### src/rtl/jt900h_busctl_pkg.sv
// jt900h_busctl_pkg: shared types and constants for the jt900h bus controller.
//   state_t  - access sequencer states (IDLE/WAIT/DONE)
//   RD_FILL  - data returned to the CPU when a read is aborted by timeout
package jt900h_busctl_pkg;

  typedef enum logic [1:0] {
    IDLE = 2'd0,
    WAIT = 2'd1,
    DONE = 2'd2
  } state_t;

  localparam logic [15:0] RD_FILL = 16'hFFFF;

endpackage

### src/rtl/jt900h_busctl_if.sv
// jt900h_busctl_if: external 16-bit memory bus.
//   bus_addr  word address           (master -> slave)
//   bus_dout  write data             (master -> slave)
//   bus_we    byte write strobes     (master -> slave)
//   bus_cs    access request         (master -> slave)
//   bus_din   read data              (slave -> master)
//   bus_ok    ready / data valid     (slave -> master)
//   bus_tout  abort pulse            (master -> slave), only with
//             JT900H_BUSCTL_TIMEOUT_EN defined
interface jt900h_busctl_if;

  logic [22:0] bus_addr;
  logic [15:0] bus_dout;
  logic [1:0]  bus_we;
  logic        bus_cs;
  logic [15:0] bus_din;
  logic        bus_ok;
`ifdef JT900H_BUSCTL_TIMEOUT_EN
  logic        bus_tout;

  modport master (
    output bus_addr, bus_dout, bus_we, bus_cs, bus_tout,
    input  bus_din, bus_ok
  );
  modport slave (
    input  bus_addr, bus_dout, bus_we, bus_cs, bus_tout,
    output bus_din, bus_ok
  );
`else
  modport master (
    output bus_addr, bus_dout, bus_we, bus_cs,
    input  bus_din, bus_ok
  );
  modport slave (
    input  bus_addr, bus_dout, bus_we, bus_cs,
    output bus_din, bus_ok
  );
`endif

endinterface

### src/rtl/jt900h_busctl.sv
// jt900h_busctl: turns the RAM controller's zero-wait interface into a
// handshaked 16-bit bus access, stalling the CPU through cpu_cen until each
// access completes. A one-word read buffer lets repeated reads of the same
// word complete without touching the bus.
//
// Ports:
//   clk, rst_n   clock, asynchronous active-low reset
//   cen          global clock enable; all state advances only when high
//   cpu_cen      CPU clock enable, one enabled cycle per completed access
//   ram_addr     byte address from the RAM controller
//   ram_din      write data from the RAM controller
//   ram_we       byte write mask {hi,lo}, 0 = read
//   ram_dout     read data to the RAM controller
//   bus          external bus (jt900h_busctl_if.master)
//
// Parameters:
//   WAITS  minimum cen cycles per access before bus_ok is honoured (0..15)
//   TOUT   bus_ok timeout in cen cycles (timeout build only)
//
// Build option: JT900H_BUSCTL_TIMEOUT_EN aborts an access after TOUT cycles
// without bus_ok, returns RD_FILL for reads and pulses bus.bus_tout.
module jt900h_busctl
  import jt900h_busctl_pkg::*;
#(
  parameter int unsigned WAITS = 1,
  parameter int unsigned TOUT  = 255
) (
  input  logic        clk,
  input  logic        rst_n,
  input  logic        cen,
  output logic        cpu_cen,
  input  logic [23:0] ram_addr,
  input  logic [15:0] ram_din,
  input  logic [1:0]  ram_we,
  output logic [15:0] ram_dout,
  jt900h_busctl_if.master bus
);

  localparam logic [3:0] WAITS_INIT = 4'(WAITS);
  localparam logic [7:0] TOUT_LAST  = 8'(TOUT - 1);

  state_t      state_q, state_d;
  logic [3:0]  cnt_q, cnt_d;
  logic        buf_valid_q, buf_valid_d;
  logic [22:0] buf_addr_q, buf_addr_d;
  logic [15:0] dout_q, dout_d;
  logic [22:0] addr_q, addr_d;
  logic [15:0] wdata_q, wdata_d;
  logic [1:0]  we_q, we_d;
  logic        cs_q, cs_d;
  logic        hit;
  logic        rd_acc;
  logic        unused_bits;
`ifdef JT900H_BUSCTL_TIMEOUT_EN
  logic [7:0]  tcnt_q, tcnt_d;
  logic        tout_q, tout_d;
`endif

  // Byte address bit 0 selects nothing on a 16-bit bus.
  assign unused_bits = ^{ram_addr[0], TOUT_LAST};

  assign hit    = (ram_we == 2'b00) && buf_valid_q && (ram_addr[23:1] == buf_addr_q);
  // bus_we stays at the request mask for the whole access, so it also
  // tells read from write while in WAIT.
  assign rd_acc = (we_q == 2'b00);

  always_comb begin
    state_d     = state_q;
    cnt_d       = cnt_q;
    buf_valid_d = buf_valid_q;
    buf_addr_d  = buf_addr_q;
    dout_d      = dout_q;
    addr_d      = addr_q;
    wdata_d     = wdata_q;
    we_d        = we_q;
    cs_d        = cs_q;
`ifdef JT900H_BUSCTL_TIMEOUT_EN
    tcnt_d      = tcnt_q;
    tout_d      = 1'b0;
`endif
    case (state_q)
      IDLE: begin
        if (hit) begin
          state_d = DONE;
        end else begin
          addr_d  = ram_addr[23:1];
          wdata_d = ram_din;
          we_d    = ram_we;
          cs_d    = 1'b1;
          cnt_d   = WAITS_INIT;
`ifdef JT900H_BUSCTL_TIMEOUT_EN
          tcnt_d  = '0;
`endif
          state_d = WAIT;
        end
      end
      WAIT: begin
        if (cnt_q != '0) begin
          cnt_d = cnt_q - 4'd1;
        end else if (bus.bus_ok) begin
          if (rd_acc) begin
            dout_d      = bus.bus_din;
            buf_addr_d  = addr_q;
            buf_valid_d = 1'b1;
          end else if (addr_q == buf_addr_q) begin
            buf_valid_d = 1'b0;
          end
          cs_d    = 1'b0;
          we_d    = '0;
          state_d = DONE;
        end
`ifdef JT900H_BUSCTL_TIMEOUT_EN
        else if (tcnt_q == TOUT_LAST) begin
          if (rd_acc) dout_d = RD_FILL;
          cs_d    = 1'b0;
          we_d    = '0;
          tout_d  = 1'b1;
          state_d = DONE;
        end else begin
          tcnt_d = tcnt_q + 8'd1;
        end
`endif
      end
      DONE:    state_d = IDLE;
      default: state_d = IDLE;
    endcase
  end

  always_ff @(posedge clk or negedge rst_n) begin
    if (!rst_n) begin
      state_q     <= IDLE;
      cnt_q       <= '0;
      buf_valid_q <= 1'b0;
      buf_addr_q  <= '0;
      dout_q      <= '0;
      addr_q      <= '0;
      wdata_q     <= '0;
      we_q        <= '0;
      cs_q        <= 1'b0;
`ifdef JT900H_BUSCTL_TIMEOUT_EN
      tcnt_q      <= '0;
      tout_q      <= 1'b0;
`endif
    end else if (cen) begin
      state_q     <= state_d;
      cnt_q       <= cnt_d;
      buf_valid_q <= buf_valid_d;
      buf_addr_q  <= buf_addr_d;
      dout_q      <= dout_d;
      addr_q      <= addr_d;
      wdata_q     <= wdata_d;
      we_q        <= we_d;
      cs_q        <= cs_d;
`ifdef JT900H_BUSCTL_TIMEOUT_EN
      tcnt_q      <= tcnt_d;
      tout_q      <= tout_d;
`endif
    end
  end

  assign cpu_cen      = cen && (state_q == DONE);
  assign ram_dout     = dout_q;
  assign bus.bus_addr = addr_q;
  assign bus.bus_dout = wdata_q;
  assign bus.bus_we   = we_q;
  assign bus.bus_cs   = cs_q;
`ifdef JT900H_BUSCTL_TIMEOUT_EN
  assign bus.bus_tout = tout_q;
`endif

endmodule

### src/flat_wrapper.sv
// flat-port wrapper written by rule: the top's interface ports become plain ports
module jt900h_busctl_flat import jt900h_busctl_pkg::*;
#(
  parameter int unsigned WAITS = 1,
  parameter int unsigned TOUT  = 255
)
  (clk, rst_n, cen, cpu_cen, ram_addr, ram_din, ram_we, ram_dout, bus_bus_addr, bus_bus_dout, bus_bus_we, bus_bus_cs, bus_bus_din, bus_bus_ok);
  jt900h_busctl_if bus_i ();
  input  logic clk;
  input  logic rst_n;
  input  logic cen;
  output logic cpu_cen;
  input  logic [23:0] ram_addr;
  input  logic [15:0] ram_din;
  input  logic [1:0] ram_we;
  output logic [15:0] ram_dout;
  output wire logic [$bits(bus_i.bus_addr)-1:0] bus_bus_addr;
  output wire logic [$bits(bus_i.bus_dout)-1:0] bus_bus_dout;
  output wire logic [$bits(bus_i.bus_we)-1:0] bus_bus_we;
  output wire logic [$bits(bus_i.bus_cs)-1:0] bus_bus_cs;
  input wire logic [$bits(bus_i.bus_din)-1:0] bus_bus_din;
  input wire logic [$bits(bus_i.bus_ok)-1:0] bus_bus_ok;
  assign bus_bus_addr = bus_i.bus_addr;
  assign bus_bus_dout = bus_i.bus_dout;
  assign bus_bus_we = bus_i.bus_we;
  assign bus_bus_cs = bus_i.bus_cs;
  assign bus_i.bus_din = bus_bus_din;
  assign bus_i.bus_ok = bus_bus_ok;
  jt900h_busctl #(.WAITS(WAITS), .TOUT(TOUT)) u_core (.clk(clk), .rst_n(rst_n), .cen(cen), .cpu_cen(cpu_cen), .ram_addr(ram_addr), .ram_din(ram_din), .ram_we(ram_we), .ram_dout(ram_dout), .bus(bus_i));
endmodule
### config.mk
export PLATFORM = sky130hd
export DESIGN_NAME = jt900h_busctl_flat
export DESIGN_NICKNAME = d
export VERILOG_FILES = /design/src/rtl/jt900h_busctl_pkg.sv /design/src/rtl/jt900h_busctl_if.sv /design/src/rtl/jt900h_busctl.sv /design/src/flat_wrapper.sv
export SDC_FILE = /design/constraint.sdc
export NUM_CORES = 1
export LEC_CHECK = 0
export CORE_ASPECT_RATIO = 0.75
export CORE_MARGIN = 2
export CORE_UTILIZATION = 30
export CTS_CLUSTER_DIAMETER = 200
export DETAILED_ROUTE_END_ITERATION = 8
export SYNTH_ARGS = -nofsm -noshare
export SYNTH_HDL_FRONTEND = slang
export SYNTH_SLANG_ARGS = --single-unit
### constraint.sdc
create_clock -name clk -period 2.5 [get_ports clk]
set_clock_uncertainty 0.15 [all_clocks]
set_input_delay 0.25 -clock clk [delete_from_list [all_inputs] [get_ports clk]]
set_output_delay 0.25 -clock clk [all_outputs]
set_load 0.005 [all_outputs]
Word-level counts from Yosys, hierarchy flattened:

Cells that the tools add are included.

* flip-flop bits (word level): 88
* output and inout bits: 59
* logic and storage cells: 52

* $add $sub $neg: 1
* equal/unequal tests: 8
* muxes and demuxes: 17
* bitwise logic cells: 2
* reductions and logical operators: 15

Operators with widths (number)
* 23-bit == test: 2
* 5-bit AND reduction: 3
* 2-bit 2-to-1 mux: 6
* 4-bit 2-to-1 mux: 2
* 2-bit one-hot mux with 2 select lines: 2
* 4-bit one-hot mux with 2 select lines: 1
* 2-bit logical NOT: 3
* 2-bit inequality test, second input constant: 3
* 3-bit AND reduction: 2
* 1-bit 2-to-1 mux: 5
* 4-bit AND reduction: 1
* 2-bit nonzero test: 2
* 4-bit nonzero test: 1
* 4-bit by 1-bit subtractor with 4-bit output, second input constant: 1
* 1-bit logical AND: 3
* 2-bit by 1-bit == test with 1-bit output, second input constant: 1
* 2-bit == test, second input constant: 1
* 2-bit by 1-bit inequality test with 1-bit output, second input constant: 1
* 1-bit NOT: 2
* 1-bit one-hot mux with 2 select lines: 1

Logic depth before layout (Yosys ltp):

Gate-level depths: netlist of the first run.

* depth after elaboration: 5
* depth in mapped cells: 7
* depth with buffers taken out: 7

Worst setup path after synthesis of the first run:

OpenSTA, ideal clock, no wires.

* path type: reg-to-reg
* start point: register u_core.cnt_q[0]
* end point: register u_core.dout_q[10], in the netlist u_core.ram_dout[10]
* arrival time: 1.773 ns
* required time: 2.225 ns
* path slack: 0.452 ns
* stages on the path, launching flop included: 8
* period minus slack after synthesis: 2.048 ns
* cells stage by stage: dfrtp_1 -> inv_1 -> ha_1 -> and4bb_1 -> nand3_1 -> nor3_1 -> buf_2 -> mux2_2

* longest elaborated chain between the ends: 3

RTL lines
* start, declared: line jt900h_busctl.sv:43 `logic [3:0] cnt_q, cnt_d;`
* start signal, assigned: line jt900h_busctl.sv:146 `cnt_q <= cnt_d;`
* 4-bit nonzero test: line jt900h_busctl.sv:98 `if (cnt_q != '0) begin`
* 1-bit NOT (no line)
* 5-bit AND reduction (no line)
* end signal, assigned: line jt900h_busctl.sv:149 `dout_q <= dout_d;`
* end, declared: line jt900h_busctl.sv:46 `logic [15:0] dout_q, dout_d;`

Every way passes these cells.
A chain may end at the register's enable or synchronous reset.

Worst setup path in the final report of the first run:

* start point: register u_core.cnt_q[0]
* end point: register u_core.buf_addr_q[21]

* longest elaborated chain between the ends: 3

RTL lines
* 4-bit nonzero test: line jt900h_busctl.sv:98
* 1-bit NOT (no line)
* 5-bit AND reduction (no line)
* end signal, assigned: line jt900h_busctl.sv:148 `buf_addr_q <= buf_addr_d;`
* end, declared: line jt900h_busctl.sv:45 `logic [22:0] buf_addr_q, buf_addr_d;`

Every way passes these cells.

==> results of run 1 <==
[stage by stage]
step	hold WS [ps]	area, um2	util [%]	worst slack, ps
6_report	262	5770	44.4	172
5_1_grt	309	5770	44.4	19.4
4_1_cts	267	5770	44.4	155
3_5_place_dp	98.3	5460	41.9	-30.1
3_3_place_gp	91.1	5460	41.9	-17.2
2_1_floorplan	-196	4010	-	452
[metal layers]
layer  share of wire, %  GRT usage (%)  up-vias
li1                   -              -     1292
met1                 45           18.6     1347
met2                 46           20.7       79
met3                7.3           5.36       12
met4                1.5           4.27        0
met5                  0              0        -
[how the worst max path moves through the flow]
stage	endpoint	slack (ps)	depth (start not counted)
floorplan	u_core.ram_dout[10]$_DFFE_PN0P_	450	7
global placement	u_core.bus.bus_addr[0]$_DFFE_PN0P_	-20	7
detailed placement	u_core.bus.bus_addr[20]$_DFFE_PN0P_	-30	7
CTS	u_core.buf_addr_q[6]$_DFFE_PN0P_	160	7
global route	u_core.buf_addr_q[17]$_DFFE_PN0P_	20	7
finish	u_core.buf_addr_q[21]$_DFFE_PN0P_	170	7
[power breakdown]
group	total, mW	switching, mW	internal [mW]
clock	1.38	0.534	0.847
combinational	2.39	0.806	1.59
sequential	2.56	0.545	2.02
[Yosys cell counts, drive strengths merged (2+ instances only)]
cell type / count / area share, %
a21oi: 2 / 0.25
a22oi: 2 / 0.37
buf: 8 / 1.9
dfrtp: 88 / 55
ha: 2 / 0.62
inv: 3 / 0.28
mux2: 78 / 22
nand2: 11 / 1.0
nand2b: 5 / 0.78
nand3: 5 / 0.62
nand4: 11 / 1.7
nor2: 4 / 0.37
nor3: 3 / 0.37
nor4: 5 / 1.2
o21ai: 8 / 1.0
xnor2: 30 / 6.6
xor2: 16 / 3.5
[kinds of logic (layout without fill, tap and decap cells)]
kind of cell	Yosys count	after routing
flops	88	88
mux	78	78
simple gates	50	50
xor+xnor	46	46
compound gates	17	17
buf+inv	12	146
fa+ha+maj	2	2
[registers in the layout (all words and copies together), names as in the netlist]
name / count
u_core.buf_valid_q: 1
u_core.cnt_q: 4
u_core.state_q: 2
u_core.ram_dout: 16
u_core.bus.bus_dout: 16
u_core.bus.bus_cs: 1
u_core.buf_addr_q: 23
u_core.bus.bus_addr: 23
u_core.bus.bus_we: 2
[area by class of cell]
type | instances | share of cell area (%)
clock buffers | 12 | 4.62
flip-flops and latches | 88 | 38.1
well taps | 171 | 3.71
multi-input cells | 193 | 29.8
clock inverters | 3 | 0.693
repair buffers | 128 | 22.9
inverters | 3 | 0.195
[what timing repair did]
item,in CTS,in global routing
hold buffers,1,0
gates resized for setup,0,0
hold endpoints to repair,35,0
==> flow_metrics.py, run 1 <==
metrics = {
    "logic_synthesis": {
        "ys_ff_latch": 88,
        "avgSynthCellArea_um2": 13.7,
        "synthArstFlopShare_pct": 100,
        "muxShareOfSynthArea_pct": 21.9,
        "syn_nets": 357,
        "synth_warnings": 0,
        "synth_top_family_by_area": "multiplexers",
        "synth_fa_ha_area_share_pct": 0.624,
        "synth-main-ff-cell": "dfrtp_1",
        "syn_area_mm2": 0.00401,
        "synth_xor_area_share_pct": 10.1,
        "synth-edff-count": 0,
        "ys_types": 33,
        "synthSimpleGateAreaFrac_pct": 7.21,
        "synth_cells": 293,
        "yosysSeqAreaShare_pct": 54.9,
        "synth_compound_area_share_pct": 2.97,
    },
    "sta": {
        "slew_headroom_pct": 68.8,
        "fmax_ghz": 0.430,
        "setup_violations": 0,
        "final_max_slew_viol_count": 0,
        "layout_min_cycle_time_ps": 2330,
        "period_share_pct": 93.1,
        "hold_viol_final": 0,
        "timing.setup.tns_ps": 0,
        "tightest_slew_ps": 468,
        "rsz0062_at_grt": "no",
    },
    "layout": {
        "final_common_cell": "clkdlybuf4s50_1",
        "area_delta_synth_final_pct": 44.1,
        "final_cell_mix": "118 x clkdlybuf4s50_1, 88 x dfrtp_1, 73 x mux2_2",
        "fin_cells": 598,
        "nNetsFinal": 487,
        "drive_gt1_share_pct": 23.7,
        "multiInputGateArea_mm2": 0.00172,
        "fill_cells": 1181,
        "diodes": 0,
        "regArea_mm2": 0.00220,
    },
    "critical_path": {
        "timing.critical_path.from_type": "flop",
        "regToRegStartpoint": "u_core.cnt_q[0]$_DFFE_PN0P_",
        "worstRegToRegCells": 7,
        "crit_buf_inv": 2,
        "cp.arrival_ps": 2400,
        "critPathSlowestCell": "dfrtp_1",
        "reg2reg_to": "u_core.buf_addr_q[21]$_DFFE_PN0P_",
        "ff2ff_setup_slack_ps": 170,
        "crit_required_ps": 2570,
        "path_cells": "inv_1 > ha_1 > and4bb_1 > nand3_1 > nor3_2 > buf_12 > mux2_2",
        "path_max_fanout": 40,
        "cpPeakStageDelay_ps": 400,
        "cp-end-kind": "flop",
        "setup.worst_path.start": "u_core.cnt_q[0]$_DFFE_PN0P_",
        "crit_family": "simple AND/OR/NAND/NOR gates",
        "path_class": "reg2reg",
    },
    "clock_tree": {
        "cts_sinks": 88,
        "clockRootBuffer": "clkbuf_16",
        "clk_pin_slew_ps": 60,
        "postCtsSetupBuffers": 0,
        "htree_levels": 3,
        "clk_latency_ps": 340,
        "cts_buffers": 9,
        "cts_tree": "built",
        "cts_buffer_depth": 2,
    },
    "route": {
        "avgViaCountPerCell": 4.57,
        "wire_per_inst_um": 15.6,
        "drtPass1Iterations": 4,
        "post-route-drc-count": 0,
        "drt-initial-drc-count": 120,
        "vias": 2730,
        "detail-route-antenna-nets": 0,
        "wirelength_um": 9350,
    },
    "status": {
        "status": "completed",
    },
    "global_route": {
        "grt_pass1_vias": 2872,
        "grt_pass1_wl_um": 15200,
        "grt_usage_pct": 13.9,
        "grt_antenna_before_repair": 0,
        "grt_max_degree": 54,
        "grt_overflow": 0,
    },
    "placed_design": {
        "portBuffers": 119,
        "dpl.hpwl_um": 6790,
        "gp_congestion": 0.845,
        "dp_cells": 582,
    },
    "floorplan": {
        "core_mm2": 0.0130,
        "chipWidth_um": 137,
        "start_util_pct": 30.8,
        "ioPinCount": 121,
        "rows": 36,
        "die_area_mm2": 0.0143,
        "fp.dieH_um": 104,
    },
    "power_and_ir_drop": {
        "power_mw": 6.33,
        "p_leak_nw": 2.45,
        "power_density_mw_per_mm2": 1100,
        "ir_drop_mv": 0.366,
    },
    "run": {
        "cap_violations": 0,
    },
    "worst_hold_path": {
        "min_path_type": "in2async",
    },
}
Note: power is estimated with default switching activity, not from simulation.
==> inputs of run 2 (changes only) <==
- CORE_MARGIN: 2 -> 4
==> flow_metrics.py, run 2 (synthesis gave the netlist of run 1 again) <==
metrics = {
    "route": {
        "routed.top_layer": "met4",
        "drtPass1Iterations": 4,
        "vias": 2769,
        "wl_met1_um": 4220,
        "post-route-drc-count": 0,
        "avgViaCountPerCell": 4.62,
        "wl_met3_um": 776,
        "drt-initial-drc-count": 88,
        "detail-route-antenna-nets": 0,
        "wirelength_um": 9460,
        "wl_met2_um": 4340,
        "wire_per_inst_um": 15.8,
    },
    "critical_path": {
        "setup.worst_path.start": "u_core.cnt_q[0]$_DFFE_PN0P_",
        "path_class": "reg2reg",
        "cp-end-kind": "flop",
        "ff2ff_setup_slack_ps": 120,
        "crit_required_ps": 2560,
        "path_cells": "inv_1 > ha_1 > and4bb_1 > nand3_1 > nor3_2 > buf_12 > mux2_2",
        "path_max_fanout": 40,
        "cp.arrival_ps": 2440,
        "regToRegStartpoint": "u_core.cnt_q[0]$_DFFE_PN0P_",
        "critPathSlowestCell": "dfrtp_1",
        "timing.critical_path.from_type": "flop",
        "cpPeakStageDelay_ps": 400,
    },
    "clock_tree": {
        "clk_pin_slew_ps": 60,
        "cts_buffer_depth": 2,
        "clk_latency_ps": 330,
        "cts_tree": "built",
        "cts_sinks": 88,
        "cts_buffers": 9,
        "clockRootBuffer": "clkbuf_16",
        "htree_levels": 3,
    },
    "floorplan": {
        "rows": 36,
        "fp.dieH_um": 108,
        "start_util_pct": 30.8,
        "ioPinCount": 121,
        "chipWidth_um": 141,
        "die_area_mm2": 0.0153,
        "core_mm2": 0.0130,
    },
    "global_route": {
        "grt_pass1_wl_um": 15100,
        "grt_overflow": 0,
        "grt_antenna_before_repair": 0,
        "grt_max_degree": 47,
        "grt_pass1_vias": 2914,
        "grt_usage_pct": 12.8,
    },
    "sta": {
        "hold_viol_final": 0,
        "rsz0062_at_grt": "no",
        "layout_min_cycle_time_ps": 2380,
        "period_share_pct": 95.1,
        "fmax_ghz": 0.421,
        "slew_headroom_pct": 60.5,
        "setup_violations": 0,
        "worst_hold_slack_ps": 312,
        "final_max_slew_viol_count": 0,
        "tightest_slew_ps": 592,
    },
    "placed_design": {
        "gp_congestion": 0.792,
        "dp_cells": 583,
        "portBuffers": 119,
        "dpl.hpwl_um": 7130,
    },
    "layout": {
        "drive_gt1_share_pct": 23.6,
        "final_cell_mix": "118 x clkdlybuf4s50_1, 88 x dfrtp_1, 73 x mux2_2",
        "fin_cells": 599,
        "final_common_cell": "clkdlybuf4s50_1",
        "nNetsFinal": 488,
        "area_delta_synth_final_pct": 44.6,
        "diodes": 0,
    },
    "run": {
        "cap_violations": 0,
    },
    "power_and_ir_drop": {
        "power_mw": 6.39,
        "p_leak_nw": 2.46,
        "power_density_mw_per_mm2": 1100,
        "ir_drop_mv": 0.404,
    },
    "worst_hold_path": {
        "min_path_type": "in2async",
    },
    "status": {
        "status": "completed",
    },
}
==> run 2: cell count changes in the layout (fill, tap and decap cells not counted), sizes merged <==
cell,delta
buf,+1
bufinv,+1
clkinv,-1
==> run 2: routing by layer <==
metal  GRT usage, %  up-vias
met3           5.61       10
met5              0        -
met2           19.7       79
li1               -     1308
met1           16.2     1372
met4           4.11        0
==> run 2: what timing repair did <==
action                                 4_1_cts  5_1_grt
gates resized for setup                      0        0
buffers inserted                             0        0
hold buffers                                 1        0
endpoints found under the hold margin       42        0
==> run 2: layout make-up <==
cell class / count / area [um2]
multi-input combinational: 193 / 1720
clock buffer: 12 / 256
timing repair buffer: 129 / 1330
fill: 1215 / 7220
clock inverter: 3 / 65.1
inverter: 3 / 11.3
tap: 171 / 214
sequential: 88 / 2200
==> run 2: final timing paths <==
path | to | cells after the start
min in group clk | u_core.ram_dout[1]$_DFFE_PN0P_ | 1
worst max register to register | u_core.ram_dout[14]$_DFFE_PN0P_ | 7
worst min-delay path | u_core.bus.bus_we[1]$_DFFE_PN0P_ | 2
worst min register to register | u_core.ram_dout[1]$_DFFE_PN0P_ | 1
worst max-delay path | u_core.ram_dout[14]$_DFFE_PN0P_ | 7
max in group asynchronous | u_core.ram_dout[13]$_DFFE_PN0P_ | 3
==> run 2: metrics by stage <==
stage                     setup WS, ps  TNS (ps)  cell area (um2)  util (%)
after floorplan                    452         0             4010         -
after global placement           -12.2      -164             5470      42.0
after detailed placement         -34.2      -592             5470      42.0
after CTS                          137         0             5800      44.5
after global routing              12.3         0             5800      44.5
final                              123         0             5800      44.5
==> run 2: power by group <==
group	internal (mW)	switching, mW
Combinational	1.59	0.808
Clock	0.923	0.517
Sequential	2.02	0.540
Total	4.53	1.86
==> run 2: critical path: cells and delay by family, from the launching register on <==
family	cells	cell delay, ps
buf+inv	2	400
flops	1	400
mux	1	370
fa+ha+maj	1	180
simple gates	3	730
==> patch 1, RTL diff (config.mk and constraints of run 1) <==
The 3 states of `state_t` get a one-hot encoding in 3 bits.
--- a/src/rtl/jt900h_busctl_pkg.sv
+++ b/src/rtl/jt900h_busctl_pkg.sv
@@ -5,6 +5,6 @@
 
-  typedef enum logic [1:0] {
-    IDLE = 2'd0,
-    WAIT = 2'd1,
-    DONE = 2'd2
+  typedef enum logic [2:0] {
+    IDLE = 3'b001,
+    WAIT = 3'b010,
+    DONE = 3'b100
   } state_t;
Behaviour: no difference found for any inputs over 4 cycles, from zero or initial values and one cycle with rst_n low; so few cycles prove little.
==> patch 1 against run 1 <==
  * Wire length fell by 2.4%
  * Sequential cell count rose by 1
  * Worst setup slack got worse by 62 ps
  * Clock power rose by 7%
  * Utilization rose by 0.44 points
  * Non-clock buffer count rose by 4
  * Synthesized area fell by 0.34%
  * Total power fell by 8.7%
  * Synthesized cell count fell by 0.34%
  * Sequential share of layout area rose by 0.21 points
  * First-iteration DRC count fell by 15%
  * Final area rose by 0.65%
  * Die area fell by 0.33%
  * Largest cell class unchanged
  * Largest power group unchanged
  * Highest routed layer unchanged
==> patch 1: results (changes against run 1) <==
status=complete, no violations; M1 WL=4190 um (-0.88%); final core occ=0.448 (+0.00443); placed cell count=583 (+0.17%); Sw Share=0.289 (-0.00881); Non-clk invs=6 (+3); largest net degree at the start of global routing=49 (-9.3%); DIE AREA=0.0143 mm^2 (-0.33%); Cells after Synth=292 (-0.34%); average vias per placed instance=4.51 (-1.2%); top cells by count, synth=88 x dfrtp_1, 51 x mux2_1, 46 x xor2_1; non-clk buf share=0.228 (-0.000617); first-pass GRT wire length=14700 um (-3.4%); Post-DP HPWL=6660 um (-1.9%); syn nets=356 (-0.28%); Routability Congestion=0.759 (-10%); P_seq=2.34 mW (-8.6%); pre-CTS setup slack=-164 ps (-134 ps); proportion of netlist area held by the largest area contributor=0.551 (+0.00189); M1 GR Usage=0.173 (-0.0134); WL met3=665 um (-3.2%); Nets=488 (+0.21%); Setup Buffers After CTS=0 (unchanged); Multi-input gate area=0.00169 mm^2 (-1.7%); Placed Area=0.00547 mm^2 (+0.25%); vias in the first global route=2835 (-1.3%); Seq/total area=0.383 (+0.00206); filler instances=1194 (+1.1%); Non-clock buffers=132 (+3.1%); clk tree area frac=0.0568 (+0.00375); Synth area leaders=dfrtp_1 55%, mux2_1 14%, xor2_1 10%, mux2_2 7.9%, nor4_1 1.6%; Slew Limit Headroom=0.615 (-0.0726); P_leak=2.68 nW (+9.5%); DR vias=2705 (-0.92%); DRT iter0 DRCs=102 (-15%); CP max FO=23 (-43%); Max rail drop VDD=0.000425 V (+16%); router iterations before antenna repair=5 (+1); Num CTS Buffers=9 (unchanged); final wirelength=9120 um (-2.4%); share of layout cells above drive strength 1=0.152 (-0.0850); NetSw=1.67 mW (-11%); clock share of power=0.256 (+0.038); Arrival @ worst endpoint=2460 ps (+60 ps); Final Total Pwr=5.78 mW (-8.7%); Clock buffer cells=11 (-1); M3 GR Usage=0.0546 (+0.000975); comb_multi_in=186 (-3.6%); met2 WL=4180 um (-2.8%); grt met2 use=0.204 (-0.00320)
-- patch 1: kinds of logic (layout without fill, tap and decap cells) --
group,Yosys count,in the layout,share of synthesized area
DFF,89,89,0.558
buffers and inverters,17,154,0.0210
muxes,79,79,0.223
xor gates and xnor gates,46,46,0.101
adders and majority gates,2,2,0.00626
AOI/OAI and AO/OA,19,19,0.0301
and+or+nand+nor,40,40,0.0611
-- patch 1: final timing paths --
| path | start | slack (ps) | to |
|---|---|---|---|
| min in group clk | ram_we[0] | 330 | u_core.bus.bus_we[0] |
| worst max register to register | u_core.buf_addr_q[1] | 110 | u_core.bus.bus_addr[22] |
| max in group asynchronous | rst_n | 1160 | u_core.state_q[0] |
| worst min-delay path | rst_n | 300 | u_core.cnt_q[2] |
| worst min register to register | u_core.bus.bus_cs | 340 | u_core.bus.bus_cs |
| worst max-delay path | u_core.buf_addr_q[1] | 110 | u_core.bus.bus_addr[22] |
==> patch 2, RTL diff (flow settings as in run 1) <==
Made on the original files. Register the output `cpu_cen`, without a reset; this adds one clock of latency there. The other outputs are not delayed to match. Comments in the files are not updated.
--- a/src/rtl/jt900h_busctl.sv
+++ b/src/rtl/jt900h_busctl.sv
@@ -160,3 +160,5 @@
 
-  assign cpu_cen      = cen && (state_q == DONE);
+  always_ff @(posedge clk) begin
+    cpu_cen <= cen && (state_q == DONE);
+  end
   assign ram_dout     = dout_q;
Check against the original RTL: not equivalent (a bounded check fails within 4 cycles, from zero or initial values and one cycle with rst_n low).
==> patch 2 against run 1 <==
  * Wire length grew 0.22%
  * Sequential cell count grew 1
  * Final area grew 0.67%
  * Synthesized area grew 0.50%
  * Hold slack lost 10 ps
  * Via count grew 1.9%
  * Final cell count grew 0.84%
  * Global-route usage grew 0.059 points
  * Non-clock buffer count grew 3
  * Worst setup slack gained 33 ps
  * Total power is essentially flat
  * Largest cell class unchanged
==> patch 2: results (changes against run 1) <==
status=complete, no violations; P_leak=2.46 nW (+0.69%); syn nets=358 (+0.28%); DRT iter0 DRCs=128 (+6.7%); largest net degree at the start of global routing=41 (-24%); final wirelength=9370 um (+0.22%); M1 GR Usage=0.182 (-0.00413); Max rail drop VDD=0.000446 V (+22%); final std cells w/o fill=603 (+0.84%); Placed Area=0.00551 mm^2 (+1.0%); placed cell count=586 (+0.69%); Top delay family on crit path=simple AND/OR/NAND/NOR gates; clock sinks=89 (+1.1%); M1 WL=4220 um (about the same); share of layout cells above drive strength 1=0.236 (-0.000423); sequential area share after synthesis=0.552 (+0.00224); Yosys cell types=34 (+3.0%); multi-input combinational area share=0.296 (-0.00199); Clock buffer cells=13 (+1); Seq/total area=0.382 (+0.000899); grt met2 use=0.212 (+0.00498); Cells after Synth=294 (+0.34%); register share of total power=0.405 (about the same); WL met3=700 um (+1.9%); average vias per placed instance=4.62 (+1.1%); Non-clock buffers=131 (+2.3%); Async S/R FF share, synth=0.989 (-0.0112); pwr/cell area=1090 mW/mm^2 (-0.73%); Arrival @ worst endpoint=2360 ps (-40 ps); YS warnings=0 (unchanged); Area growth, synth to finish=44.3%; Post-DP HPWL=7010 um (+3.3%); register area=0.00222 mm^2 (+0.91%); vias in the first global route=2986 (+4.0%); Synth area leaders=dfrtp_1 55%, mux2_2 20%, xnor2_1 6.5%, xor2_1 3.5%, nand4_1 1.7%; first-pass GRT wire length=15300 um (+0.68%); met2 WL=4290 um (about the same); CP max FO=40 (unchanged); Routability Congestion=0.774 (-8.4%); router iterations before antenna repair=4 (unchanged); non-clk buf share=0.233 (+0.00450); Worst-Margin Slew=427 ps (-40.8 ps); clk tree area frac=0.0499 (-0.00315); Global Route Usage Sum=0.140 (+0.000592); Clock Power=1.33 mW (-4%); M3 GR Usage=0.0551 (+0.00146); Sw Share=0.299 (+0.00149); filler instances=1201 (+1.7%); worst hold path class=in2async; pre-CTS setup slack=-21.9 ps (+8.25 ps); Nets=491 (+0.82%)
==> patch 2: final timing paths <==
path / start / slack, ps / cells after the start / end
setup / recovery: u_core.cnt_q[0] / 200 / 7 / u_core.ram_dout[7]
hold / removal: rst_n / 250 / 2 / u_core.ram_dout[5]
setup reg to reg: u_core.cnt_q[0] / 200 / 7 / u_core.ram_dout[7]
hold reg to reg: u_core.bus.bus_dout[0] / 340 / 1 / u_core.bus.bus_dout[0]
max in group asynchronous: rst_n / 1260 / 3 / u_core.bus.bus_dout[8]
min in group clk: u_core.bus.bus_dout[0] / 340 / 1 / u_core.bus.bus_dout[0]
==> patch 2: logic make-up after synthesis <==
group | share of synthesized area
buffers and inverters | 0.0227
muxes | 0.218
adders and majority gates | 0.00621
and+or+nand+nor | 0.0718
AOI/OAI and AO/OA | 0.0295
DFF | 0.552
xor gates and xnor gates | 0.100
==> patch 2: repair_timing <==
action                                 in CTS  in global routing
gates resized for setup                     0                  0
endpoints found under the hold margin      29                  0
setup buffers                               0                  0
hold buffers                                1                  0
